[config.mk]
export PLATFORM = sky130hd
export DESIGN_NAME = dly_tap_ctrl_flat
export DESIGN_NICKNAME = d
export VERILOG_FILES = /design/src/rtl/dly_tap_ctrl_if.sv /design/src/rtl/dly_tap_ctrl.sv /design/src/flat_wrapper.sv
export SDC_FILE = /design/constraint.sdc
export NUM_CORES = 1
export LEC_CHECK = 0
export ABC_CLOCK_PERIOD_IN_PS = 3740
export BUFFER_PORTS_ARGS = -buffer_cell sky130_fd_sc_hd__buf_2
export CAP_MARGIN = 20
export CORE_ASPECT_RATIO = 1.75
export CORE_MARGIN = 3
export CORE_UTILIZATION = 40
export CTS_CLUSTER_SIZE = 8
export DETAILED_ROUTE_END_ITERATION = 10
export PLACE_DENSITY = 0.66
export SLEW_MARGIN = 30
export SYNTH_ARGS = -nofsm -noshare
export SYNTH_HDL_FRONTEND = slang
export SYNTH_SLANG_ARGS = --single-unit
[constraint.sdc]
create_clock -name clk -period 3.74 [get_ports clk]
set_input_delay 0 -clock clk [delete_from_list [all_inputs] [get_ports clk]]
set_output_delay 0 -clock clk [all_outputs]
set_load 0.03 [all_outputs]
[src/rtl/dly_tap_ctrl_if.sv]
`default_nettype none
// ============================================================================
// Module   : dly_tap_ctrl_if
// Brief    : Request handshake and tap-select bundle for dly_tap_ctrl.
// Revision : 1.0
// ============================================================================
interface dly_tap_ctrl_if #(
  parameter int N_STAGES = 8
);
  logic                req_valid;
  logic [N_STAGES-1:0] req_tap;
  logic                req_ready;
  logic [N_STAGES-1:0] sel;
  logic                busy;
  logic                done;

  // master issues tap requests and observes the select bus
  modport master (
    output req_valid, req_tap,
    input  req_ready, sel, busy, done
  );

  modport slave (
    input  req_valid, req_tap,
    output req_ready, sel, busy, done
  );
endinterface
`default_nettype wire

[src/rtl/dly_tap_ctrl.sv]
`default_nettype none
// ============================================================================
// Module   : dly_tap_ctrl
// Brief    : Walks a mux2 delay-line tap code to a target one LSB at a time,
//            holding each intermediate code for a fixed settle interval.
// Revision : 1.0
// ============================================================================
module dly_tap_ctrl #(
  parameter int N_STAGES   = 8,
  parameter int SETTLE_CYC = 4
) (
  input  logic           clk,
  input  logic           rst,
  dly_tap_ctrl_if.slave  bus
);

  localparam int                CNT_W         = (SETTLE_CYC > 1) ? $clog2(SETTLE_CYC) : 1;
  localparam logic [CNT_W-1:0]  C_SETTLE_LOAD = CNT_W'(SETTLE_CYC - 1);
  localparam logic [N_STAGES-1:0] C_ONE       = N_STAGES'(1);

  typedef enum logic [1:0] {
    S_IDLE   = 2'd0,
    S_STEP   = 2'd1,
    S_SETTLE = 2'd2,
    S_DONE   = 2'd3
  } state_t;

  state_t              state_q, state_d;
  logic [N_STAGES-1:0] sel_q, sel_d;
  logic [N_STAGES-1:0] target_q, target_d;
  logic [CNT_W-1:0]    cnt_q, cnt_d;

  always_ff @(posedge clk) begin
    if (rst) begin
      state_q  <= S_IDLE;
      sel_q    <= '0;
      target_q <= '0;
      cnt_q    <= '0;
    end else begin
      state_q  <= state_d;
      sel_q    <= sel_d;
      target_q <= target_d;
      cnt_q    <= cnt_d;
    end
  end

  always_comb begin
    state_d  = state_q;
    sel_d    = sel_q;
    target_d = target_q;
    cnt_d    = cnt_q;
    case (state_q)
      S_IDLE: begin
        if (bus.req_valid && bus.req_ready) begin
          target_d = bus.req_tap;
          state_d  = (bus.req_tap == sel_q) ? S_DONE : S_STEP;
        end
      end
      S_STEP: begin
        // Direction always points at the target, so the code never wraps.
        sel_d   = (target_q > sel_q) ? (sel_q + C_ONE) : (sel_q - C_ONE);
        cnt_d   = C_SETTLE_LOAD;
        state_d = S_SETTLE;
      end
      S_SETTLE: begin
        if (cnt_q == '0) begin
          state_d = (sel_q == target_q) ? S_DONE : S_STEP;
        end else begin
          cnt_d = cnt_q - CNT_W'(1);
        end
      end
      S_DONE: begin
        state_d = S_IDLE;
      end
      default: begin
        state_d = S_IDLE;
      end
    endcase
  end

  // All status outputs decode straight from the state register.
  assign bus.req_ready = (state_q == S_IDLE);
  assign bus.busy      = (state_q != S_IDLE);
  assign bus.done      = (state_q == S_DONE);
  assign bus.sel       = sel_q;

endmodule
`default_nettype wire

[src/flat_wrapper.sv]
// flat-port wrapper written by rule: the top's interface ports become plain ports
module dly_tap_ctrl_flat 
#(
  parameter int N_STAGES   = 8,
  parameter int SETTLE_CYC = 4
)
  (clk, rst, bus_req_valid, bus_req_tap, bus_req_ready, bus_sel, bus_busy, bus_done);
  dly_tap_ctrl_if #(.N_STAGES(N_STAGES)) bus_i ();
  input  logic clk;
  input  logic rst;
  input wire logic [$bits(bus_i.req_valid)-1:0] bus_req_valid;
  input wire logic [$bits(bus_i.req_tap)-1:0] bus_req_tap;
  output wire logic [$bits(bus_i.req_ready)-1:0] bus_req_ready;
  output wire logic [$bits(bus_i.sel)-1:0] bus_sel;
  output wire logic [$bits(bus_i.busy)-1:0] bus_busy;
  output wire logic [$bits(bus_i.done)-1:0] bus_done;
  assign bus_i.req_valid = bus_req_valid;
  assign bus_i.req_tap = bus_req_tap;
  assign bus_req_ready = bus_i.req_ready;
  assign bus_sel = bus_i.sel;
  assign bus_busy = bus_i.busy;
  assign bus_done = bus_i.done;
  dly_tap_ctrl #(.N_STAGES(N_STAGES), .SETTLE_CYC(SETTLE_CYC)) u_core (.clk(clk), .rst(rst), .bus(bus_i));
endmodule
==> impl_metrics.toml, run 1 <==
[run_status]
status = "finished clean"

[critical_path]
crit_type = "register to register"
cpMaxStageDelayCell = "dfxtp_1"
cp_cell_sequence = "inv_1 > ha_1 > nand4_1 > or2_2 > o21ai_0 > and2_2 > ha_1 > a211oi_1 > o211ai_1 > o21ai_0 > nand4_1 > a21o_1 > a21oi_2"
r2r-start = "u_core.bus.sel[6]"
crit_arrival_ns = 3.32
worst-path-buf-inv = 1
path_max_fanout = 7
cp-start-kind = "register"
startpoint = "u_core.bus.sel[6]"
critPathMaxStageDelay_ns = 0.46
crit_required_ns = 3.93
worstSetupEndpointType = "register"
worst_path_dominant_cell_family = "compound AO/OA/AOI/OAI gates"

[sta]
fin_crit_sh_pct = 83.79
min_period_ns = 3.134
tightest_slew_ns = 0.5020
finClkSkew_ns = 0.003630
fmax_ghz = 0.3191
tns_ns = 0
setup_violations = 0
worst_slack_ns = 0.6062
slew_headroom_pct = 66.46
final_hold_viol_count = 0
grt_setup_unrepaired = "no"
maxSlewViolCount = 0

[route]
num_vias = 1212
drc = 0
drt_first_pass_iters = 4
ant_nets = 0
vias_per_cell = 5.293
drtIter0Drc = 23
drt_wl_total_microns = 3043
wl_per_cell_microns = 13.29

[power]
peakVddDrop_mv = 0.4879
power.leakage_nw = 0.6775
powerDensity_nw_per_um2 = 821.4
finalPower_mw = 1.254

[hold_path]
min_path_type = "input port to register"
hold_path.startpoint = "bus_req_tap[6]"

[die]
dieHeight_microns = 82.39
die_area_sq_um = 4091
initial_core_util_pct = 42.00
rows = 27
coreArea_sq_um = 3176
io_pins = 22
die_w_microns = 49.65

[global_route]
grt_use_total_pct = 16.08
grt_overflow_total = 0
grt_max_degree = 22
grt_pass1_vias = 1167
grt_pass1_wl_microns = 5112
antenna_found_initial = 0

[clocking]
clock_latency_ns = 0.25
cts.repair.resized = 0
cts_sinks = 20
hold_buffers = 1
cts_setup_buffers = 0
cts_tree = "yes"
clk_path_buf_depth = 2
h-tree-depth = 1
clk_pin_slew_ns = 0.07
ctsRootBufferMaster = "clkbuf_8"
cts_buffers = 3

[cells_and_area]
final_cell_mix = "nand2_1, buf_2, dfxtp_1"
syn2layout_area_growth_pct = 14.45
final_nets = 215
final_util_pct = 48.07
drive_above_1_share_pct = 16.13
diodes = 0
final_common_cell = "nand2_1"

[logic_synthesis]
ys_types = 35
synth_nets = 193
syn_area_sq_um = 1334
yosysWarnings = 0
synth_seq_cells = 20
synth_seq_area_share_pct = 30.02
netlist_instances = 166
synth_area_per_cell_sq_um = 8.035

[placement]
dpl.hpwl_microns = 2382
io_buffers = 21
dp_worst_setup_slack_ns = 0.6361
finalWeightedCongestion = 0.8492

[job]
drv_cap = 0
-- registers in the layout, indices dropped and copies added (netlist names) --
name             cells
u_core.bus.sel       8
u_core.target_q      8
u_core.cnt_q         2
u_core.state_q       2
-- worst paths after layout --
| check | endpoint | slack, ns | depth (start not counted) |
|---|---|---|---|
| worst max-delay path | u_core.bus.sel[7] | 0.61 | 13 |
| worst max register to register | u_core.bus.sel[7] | 0.61 | 13 |
| worst min-delay path | u_core.target_q[6] | 0.01 | 3 |
| worst min register to register | u_core.target_q[0] | 0.46 | 2 |
-- cell usage after synthesis --
| library cell | n | share of area, % |
|---|---|---|
| a211o_1 | 2 | 1.3 |
| dfxtp_1 | 20 | 30 |
| clkbuf_1 | 3 | 0.84 |
| inv_1 | 13 | 3.7 |
| a21oi_2 | 1 | 0.66 |
| xnor2_1 | 4 | 2.6 |
| nor2_1 | 9 | 2.5 |
| a221oi_1 | 1 | 0.66 |
| o211ai_1 | 3 | 1.7 |
| or2_2 | 1 | 0.47 |
| a21oi_1 | 16 | 6.0 |
| nand4_1 | 4 | 1.9 |
| nor4_1 | 1 | 0.47 |
| buf_1 | 1 | 0.28 |
| xor2_1 | 9 | 5.9 |
| buf_2 | 2 | 0.75 |
| ha_1 | 15 | 14 |
| mux2i_1 | 1 | 0.75 |
| o21ai_0 | 6 | 2.3 |
| and3_1 | 1 | 0.47 |
| o221a_2 | 2 | 1.7 |
| nand3_1 | 2 | 0.75 |
| and2_1 | 2 | 0.94 |
| a211oi_1 | 3 | 1.7 |
| nor2b_1 | 3 | 1.4 |
| nor4b_1 | 2 | 1.3 |
| nor3_1 | 2 | 0.75 |
| a31oi_1 | 2 | 0.94 |
| nand2_1 | 26 | 7.3 |
| nand2b_1 | 1 | 0.47 |
| or4_1 | 1 | 0.56 |
| o21a_1 | 1 | 0.56 |
| and2_2 | 1 | 0.56 |
| fa_1 | 1 | 1.5 |
| a21o_1 | 4 | 2.3 |
-- kinds of logic (layout without fill, tap and decap cells) --
family,after synthesis,count (layout),synth area share (%)
and+or+nand+nor,56,56,19.89
adders and majority gates,16,16,15.57
DFF,20,20,30.02
AOI/OAI and AO/OA,41,41,19.70
muxes,1,1,0.7505
buffers and inverters,19,39,5.535
xor gates and xnor gates,13,13,8.537
-- final cells by class --
cell class	count	area (sq um)
clock buffers	3	41.29
fillers	319	1649
inverters	13	48.80
multi-input cells	127	859.6
flip-flops and latches	20	400.4
well taps	43	53.80
repair buffers	23	122.6
-- through the flow --
stage                     cell area [sq um]  hold WS (ns)  instances
after floorplan                        1334        0.1360        166
after global placement                 1475        0.2619        225
after detailed placement               1475        0.2689        225
after CTS                              1526   0.000004760        229
after global routing                   1526      0.007685        229
final                                  1526      0.009772        229
-- worst min-delay path, stage by stage --
cell and delay (ns):
buf_2 0.11, nand2_1 0.05, a21oi_1 0.05
-- report_power, final --
group	switching [mW]	internal, mW
sequential	0.0601	0.256
clock	0.0635	0.0715
combinational	0.456	0.346
total	0.580	0.674
-- layer usage --
layer  vias to the layer above  share of wire (%)  GRT usage [%]
li1                        613                  -              -
met1                       566                 43          18.34
met2                        27                 52          29.71
met3                         6                3.6          1.975
met4                         0                1.9          6.925
met5                         -                  0              0
Note: power is estimated with default switching activity, not from simulation.
==> run 2: changes to the inputs <==
--- a/config.mk
+++ b/config.mk
@@ -5,7 +5,7 @@
 export SDC_FILE = /design/constraint.sdc
 export NUM_CORES = 1
 export LEC_CHECK = 0
-export ABC_CLOCK_PERIOD_IN_PS = 3740
+export ABC_CLOCK_PERIOD_IN_PS = 3200
 export BUFFER_PORTS_ARGS = -buffer_cell sky130_fd_sc_hd__buf_2
 export CAP_MARGIN = 20
 export CORE_ASPECT_RATIO = 1.75
==> constraint.sdc (replaced) <==
create_clock -name clk -period 3.2 [get_ports clk]
set_input_delay 0 -clock clk [delete_from_list [all_inputs] [get_ports clk]]
set_output_delay 0 -clock clk [all_outputs]
set_load 0.03 [all_outputs]
==> impl_metrics.toml, run 2 (synthesized netlist as in run 1, its figures left out) <==
[route]
drtIter0Drc = 19
num_vias = 1257
vias_per_cell = 5.282
ant_nets = 0
drt_wl_total_microns = 3296
wl_per_cell_microns = 13.85
drt_first_pass_iters = 4
drc = 0

[die]
die_area_sq_um = 4091
coreArea_sq_um = 3176
io_pins = 22
dieHeight_microns = 82.39
die_w_microns = 49.65
initial_core_util_pct = 42.00
rows = 27

[sta]
finClkSkew_ns = 0.002006
fmax_ghz = 0.3400
tns_ns = 0
min_period_ns = 2.941
final_hold_viol_count = 0
setup_violations = 0
grt_setup_unrepaired = "no"
tightest_slew_ns = 0.5041
maxSlewViolCount = 0
fin_crit_sh_pct = 91.91
slew_headroom_pct = 66.33

[cells_and_area]
drive_above_1_share_pct = 20.00
final_cell_mix = "nand2_1, buf_2, dfxtp_1"
syn2layout_area_growth_pct = 20.64
multi_input_area_sq_um = 860.8
final_common_cell = "nand2_1"
nFillCells = 340
final_nets = 223
stdcell_area_sq_um = 1609
diodes = 0
seqCellArea_sq_um = 402.9

[placement]
io_buffers = 21
dpl.hpwl_microns = 2570
placed_area_sq_um = 1513
finalWeightedCongestion = 0.8972

[global_route]
grt_use_total_pct = 17.00
grt_pass1_wl_microns = 5395
grt_overflow_total = 0
antenna_found_initial = 0
grt_max_degree = 22
grt_pass1_vias = 1249

[clocking]
ctsRootBufferMaster = "clkbuf_8"
clk_path_buf_depth = 2
clk_pin_slew_ns = 0.08
h-tree-depth = 1
clock_latency_ns = 0.26
cts_buffers = 3
cts_tree = "yes"
cts_sinks = 20

[critical_path]
cp-start-kind = "register"
cpMaxStageDelayCell = "dfxtp_2"
crit_arrival_ns = 3.14
cp_cell_sequence = "inv_1 > ha_1 > nand4_1 > or2_2 > o21ai_0 > and2_4 > ha_1 > a211oi_1 > o211ai_1 > o21ai_0 > nand4_1 > a21o_1 > a21oi_2"
path_max_fanout = 7
crit_type = "register to register"
worstSetupEndpointType = "register"
crit_required_ns = 3.40
critPathMaxStageDelay_ns = 0.39

[job]
drv_cap = 0

[power]
peakVddDrop_mv = 0.6875
powerDensity_nw_per_um2 = 975.4
power.leakage_nw = 0.7273

[run_status]
status = "finished clean"

[hold_path]
min_path_type = "input port to register"
-- run 2: changes by cell type in the layout (fill, tap and decap cells not counted) --
cell / before / now
and2_2: 1 / 0
and2_4: 0 / 1
buf_4: 1 / 7
clkbuf_8: 3 / 4
dfxtp_1: 20 / 18
dfxtp_2: 0 / 2
dlygate4sd3_1: 1 / 3
-- run 2: layout make-up --
| class | instances | area share [%] |
|---|---|---|
| repair buffers | 31 | 11.66 |
| well taps | 43 | 3.344 |
| flip-flops and latches | 20 | 25.04 |
| inverters | 13 | 3.033 |
| clock buffers | 4 | 3.421 |
| multi-input cells | 127 | 53.50 |
-- run 2: worst paths after layout --
| check | startpoint | endpoint | slack [ns] | depth (start not counted) |
|---|---|---|---|---|
| setup / recovery | u_core.bus.sel[6] | u_core.bus.sel[7] | 0.26 | 13 |
| setup reg to reg | u_core.bus.sel[6] | u_core.bus.sel[7] | 0.26 | 13 |
| hold reg to reg | u_core.target_q[0] | u_core.target_q[0] | 0.46 | 2 |
| hold / removal | bus_req_tap[7] | u_core.target_q[7] | 0.007 | 3 |
-- run 2: critical path: cells and delay by family, from the launching register on --
family	cells	cell delay, ns
AO/OA/AOI/OAI	6	1.05
AND/OR/NAND/NOR	4	0.86
adder cells (fa/ha/maj)	2	0.53
flip-flops	1	0.39
buffers and inverters	1	0.06
-- run 2: stage by stage --
step                hold WS (ns)  total power, mW  util [%]  cells  setup slack [ns]
finish                  0.007151            1.569     50.67    238            0.2590
global route            0.001307            1.700     50.67    238           0.05438
CTS                     0.001326            1.549     50.32    237            0.1314
detailed placement        0.2723            1.334     47.64    230            0.1640
floorplan                 0.1360            1.096         -    166            0.2500
global placement          0.2604            1.303     47.64    230            0.2582
-- run 2: repair_timing --
item / in CTS / in global routing
resized for setup: 0 / 3
setup buffers: 0 / 1
hold endpoints to repair: 3 / 0
endpoints found under the setup margin: 0 / 2
hold buffers: 3 / 0
-- run 2: power breakdown --
group	leakage, nW	switching [mW]	total (mW)	internal [mW]
clock network	0.0288	0.0844	0.194	0.109
registers	0.165	0.0452	0.346	0.301
logic	0.534	0.574	1.03	0.455
total	0.727	0.703	1.57	0.866
-- run 2: layer usage --
metal	vias up	routed length, microns	global-route usage (%)
met2	33	1793	31.70
met3	8	98	2.693
met1	581	1311	18.27
met4	0	93	8.587
met5	-	0	0
li1	635	-	-
==> run 3: changes to the inputs <==
--- a/config.mk
+++ b/config.mk
@@ -6,14 +6,16 @@
 export NUM_CORES = 1
 export LEC_CHECK = 0
 export ABC_CLOCK_PERIOD_IN_PS = 3200
-export BUFFER_PORTS_ARGS = -buffer_cell sky130_fd_sc_hd__buf_2
+export BUFFER_PORTS_ARGS = -buffer_cell sky130_fd_sc_hd__clkbuf_2
 export CAP_MARGIN = 20
 export CORE_ASPECT_RATIO = 1.75
 export CORE_MARGIN = 3
 export CORE_UTILIZATION = 40
+export CTS_BUF_LIST = sky130_fd_sc_hd__clkbuf_8
 export CTS_CLUSTER_SIZE = 8
 export DETAILED_ROUTE_END_ITERATION = 10
 export PLACE_DENSITY = 0.66
+export SKIP_CTS_REPAIR_TIMING = 1
 export SLEW_MARGIN = 30
 export SYNTH_ARGS = -nofsm -noshare
 export SYNTH_HDL_FRONTEND = slang
==> impl_metrics.toml, run 3 (synthesized netlist as in run 1, its figures left out) <==
[hold_path]
min_path_type = "input port to register"

[clocking]
clock_latency_ns = 0.27
ctsRootBufferMaster = "clkbuf_8"
h-tree-depth = 1
cts_sinks = 20
clk_path_buf_depth = 2
cts_tree = "yes"
clk_pin_slew_ns = 0.08
cts_buffers = 3

[global_route]
grt_use_met2_pct = 32.63
grt_pass1_vias = 1284
grt_overflow_total = 0
grt_max_degree = 22
grt_util_met3_pct = 2.334
antenna_found_initial = 0
met1_usage_pct = 19.76
grt_busiest_layer = "met2"
grt_pass1_wl_microns = 5671
grt_use_total_pct = 17.74

[cells_and_area]
instances_no_fill = 238
final_nets = 223
stdcell_area_sq_um = 1619
drive_above_1_share_pct = 19.49
final_cell_mix = "nand2_1, clkbuf_2, dfxtp_1"
final_util_pct = 50.99
final_common_cell = "nand2_1"
syn2layout_area_growth_pct = 21.39
diodes = 0

[route]
drt_wl_total_microns = 3216
vias_per_cell = 5.273
wl_per_cell_microns = 13.51
drtIter0Drc = 20
ant_nets = 0
drt_first_pass_iters = 4
drc = 0
num_vias = 1255

[sta]
tightest_slew_ns = 0.5397
fin_crit_sh_pct = 92.77
tns_ns = 0
worst_slack_ns = 0.2315
hold_ws_ns = -0.02105
min_period_ns = 2.969
maxSlewViolCount = 0
slew_headroom_pct = 63.94
fmax_ghz = 0.3369
finClkSkew_ns = 0.005298
grt_setup_unrepaired = "no"
final_hold_viol_count = 3
setup_violations = 0

[power]
finalPower_mw = 1.567
p_sw_uw = 715.5
peakVddDrop_mv = 0.5682
powerDensity_nw_per_um2 = 967.9
seq_power_share_pct = 22.5
power.share.clock_pct = 12.9
power_frac_comb_pct = 64.6
power.leakage_nw = 0.7227
internal-power_uw = 851.5
swShare_pct = 45.66

[critical_path]
r2r_setup_slack_ns = 0.23
path_max_fanout = 7
crit_required_ns = 3.40
crit_arrival_ns = 3.17
worstSetupEndpointType = "register"
cp-start-kind = "register"
crit_type = "register to register"

[die]
rows = 27
dieHeight_microns = 82.39
io_pins = 22
die_area_sq_um = 4091
die_w_microns = 49.65
coreArea_sq_um = 3176
initial_core_util_pct = 42.00

[placement]
placed_area_sq_um = 1505
dp_worst_setup_slack_ns = 0.08877
finalWeightedCongestion = 0.8570
io_buffers = 21
dp.cells = 229
dpl.hpwl_microns = 2448

[job]
drv_cap = 0

[run_status]
status = "complete, but fails checks"
violations = "negative hold slack"
run 3: cell types whose count changed in the layout (fill, tap and decap cells not counted):
cell | previous run | this run
dlygate4sd3_1 | 3 | 5
buf_2 | 21 | 0
a211oi_1 | 3 | 2
buf_4 | 7 | 5
a211oi_2 | 0 | 1
o21ai_0 | 6 | 5
o21ai_1 | 0 | 1
clkbuf_2 | 0 | 21
run 3: worst paths after layout:
check | from | endpoint | cells after the start
worst min-delay path | bus_req_tap[1] | u_core.target_q[1] | 3
worst max register to register | u_core.bus.sel[5] | u_core.bus.sel[7] | 13
worst max-delay path | u_core.bus.sel[5] | u_core.bus.sel[7] | 13
worst min register to register | u_core.target_q[3] | u_core.target_q[3] | 2
run 3: critical path: stages (launching register included):
cell and delay, ns:
dfxtp_2 0.40, inv_1 0.06, ha_1 0.30, nand4_1 0.12
or2_2 0.33, o21ai_1 0.15, and2_4 0.24, ha_1 0.26
a211oi_2 0.26, o211ai_1 0.13, o21ai_0 0.14, nand4_1 0.17
a21o_1 0.23, a21oi_2 0.12
run 3: power groups by stage:
stage | combinational, mW | clock, mW | sequential [mW]
2_1_floorplan | 0.675 | 0 | 0.421
3_5_place_dp | 0.969 | 0 | 0.356
4_1_cts | 0.980 | 0.208 | 0.350
5_1_grt | 1.13 | 0.213 | 0.362
6_report | 1.01 | 0.202 | 0.353
3_3_place_gp | 0.943 | 0 | 0.353
run 3: cell type report:
cell class              count  area, sq um
fillers                   322         1556
multi-input cells         127        865.8
flip-flops and latches     20        402.9
repair buffers             31        192.7
clock buffers               4        55.05
well taps                  43        53.80
inverters                  13        48.80
run 3: metal layers:
metal	up-vias	wire (microns)
li1	633	-
met1	582	1334
met2	29	1659
met3	11	110
met4	0	112
met5	-	0
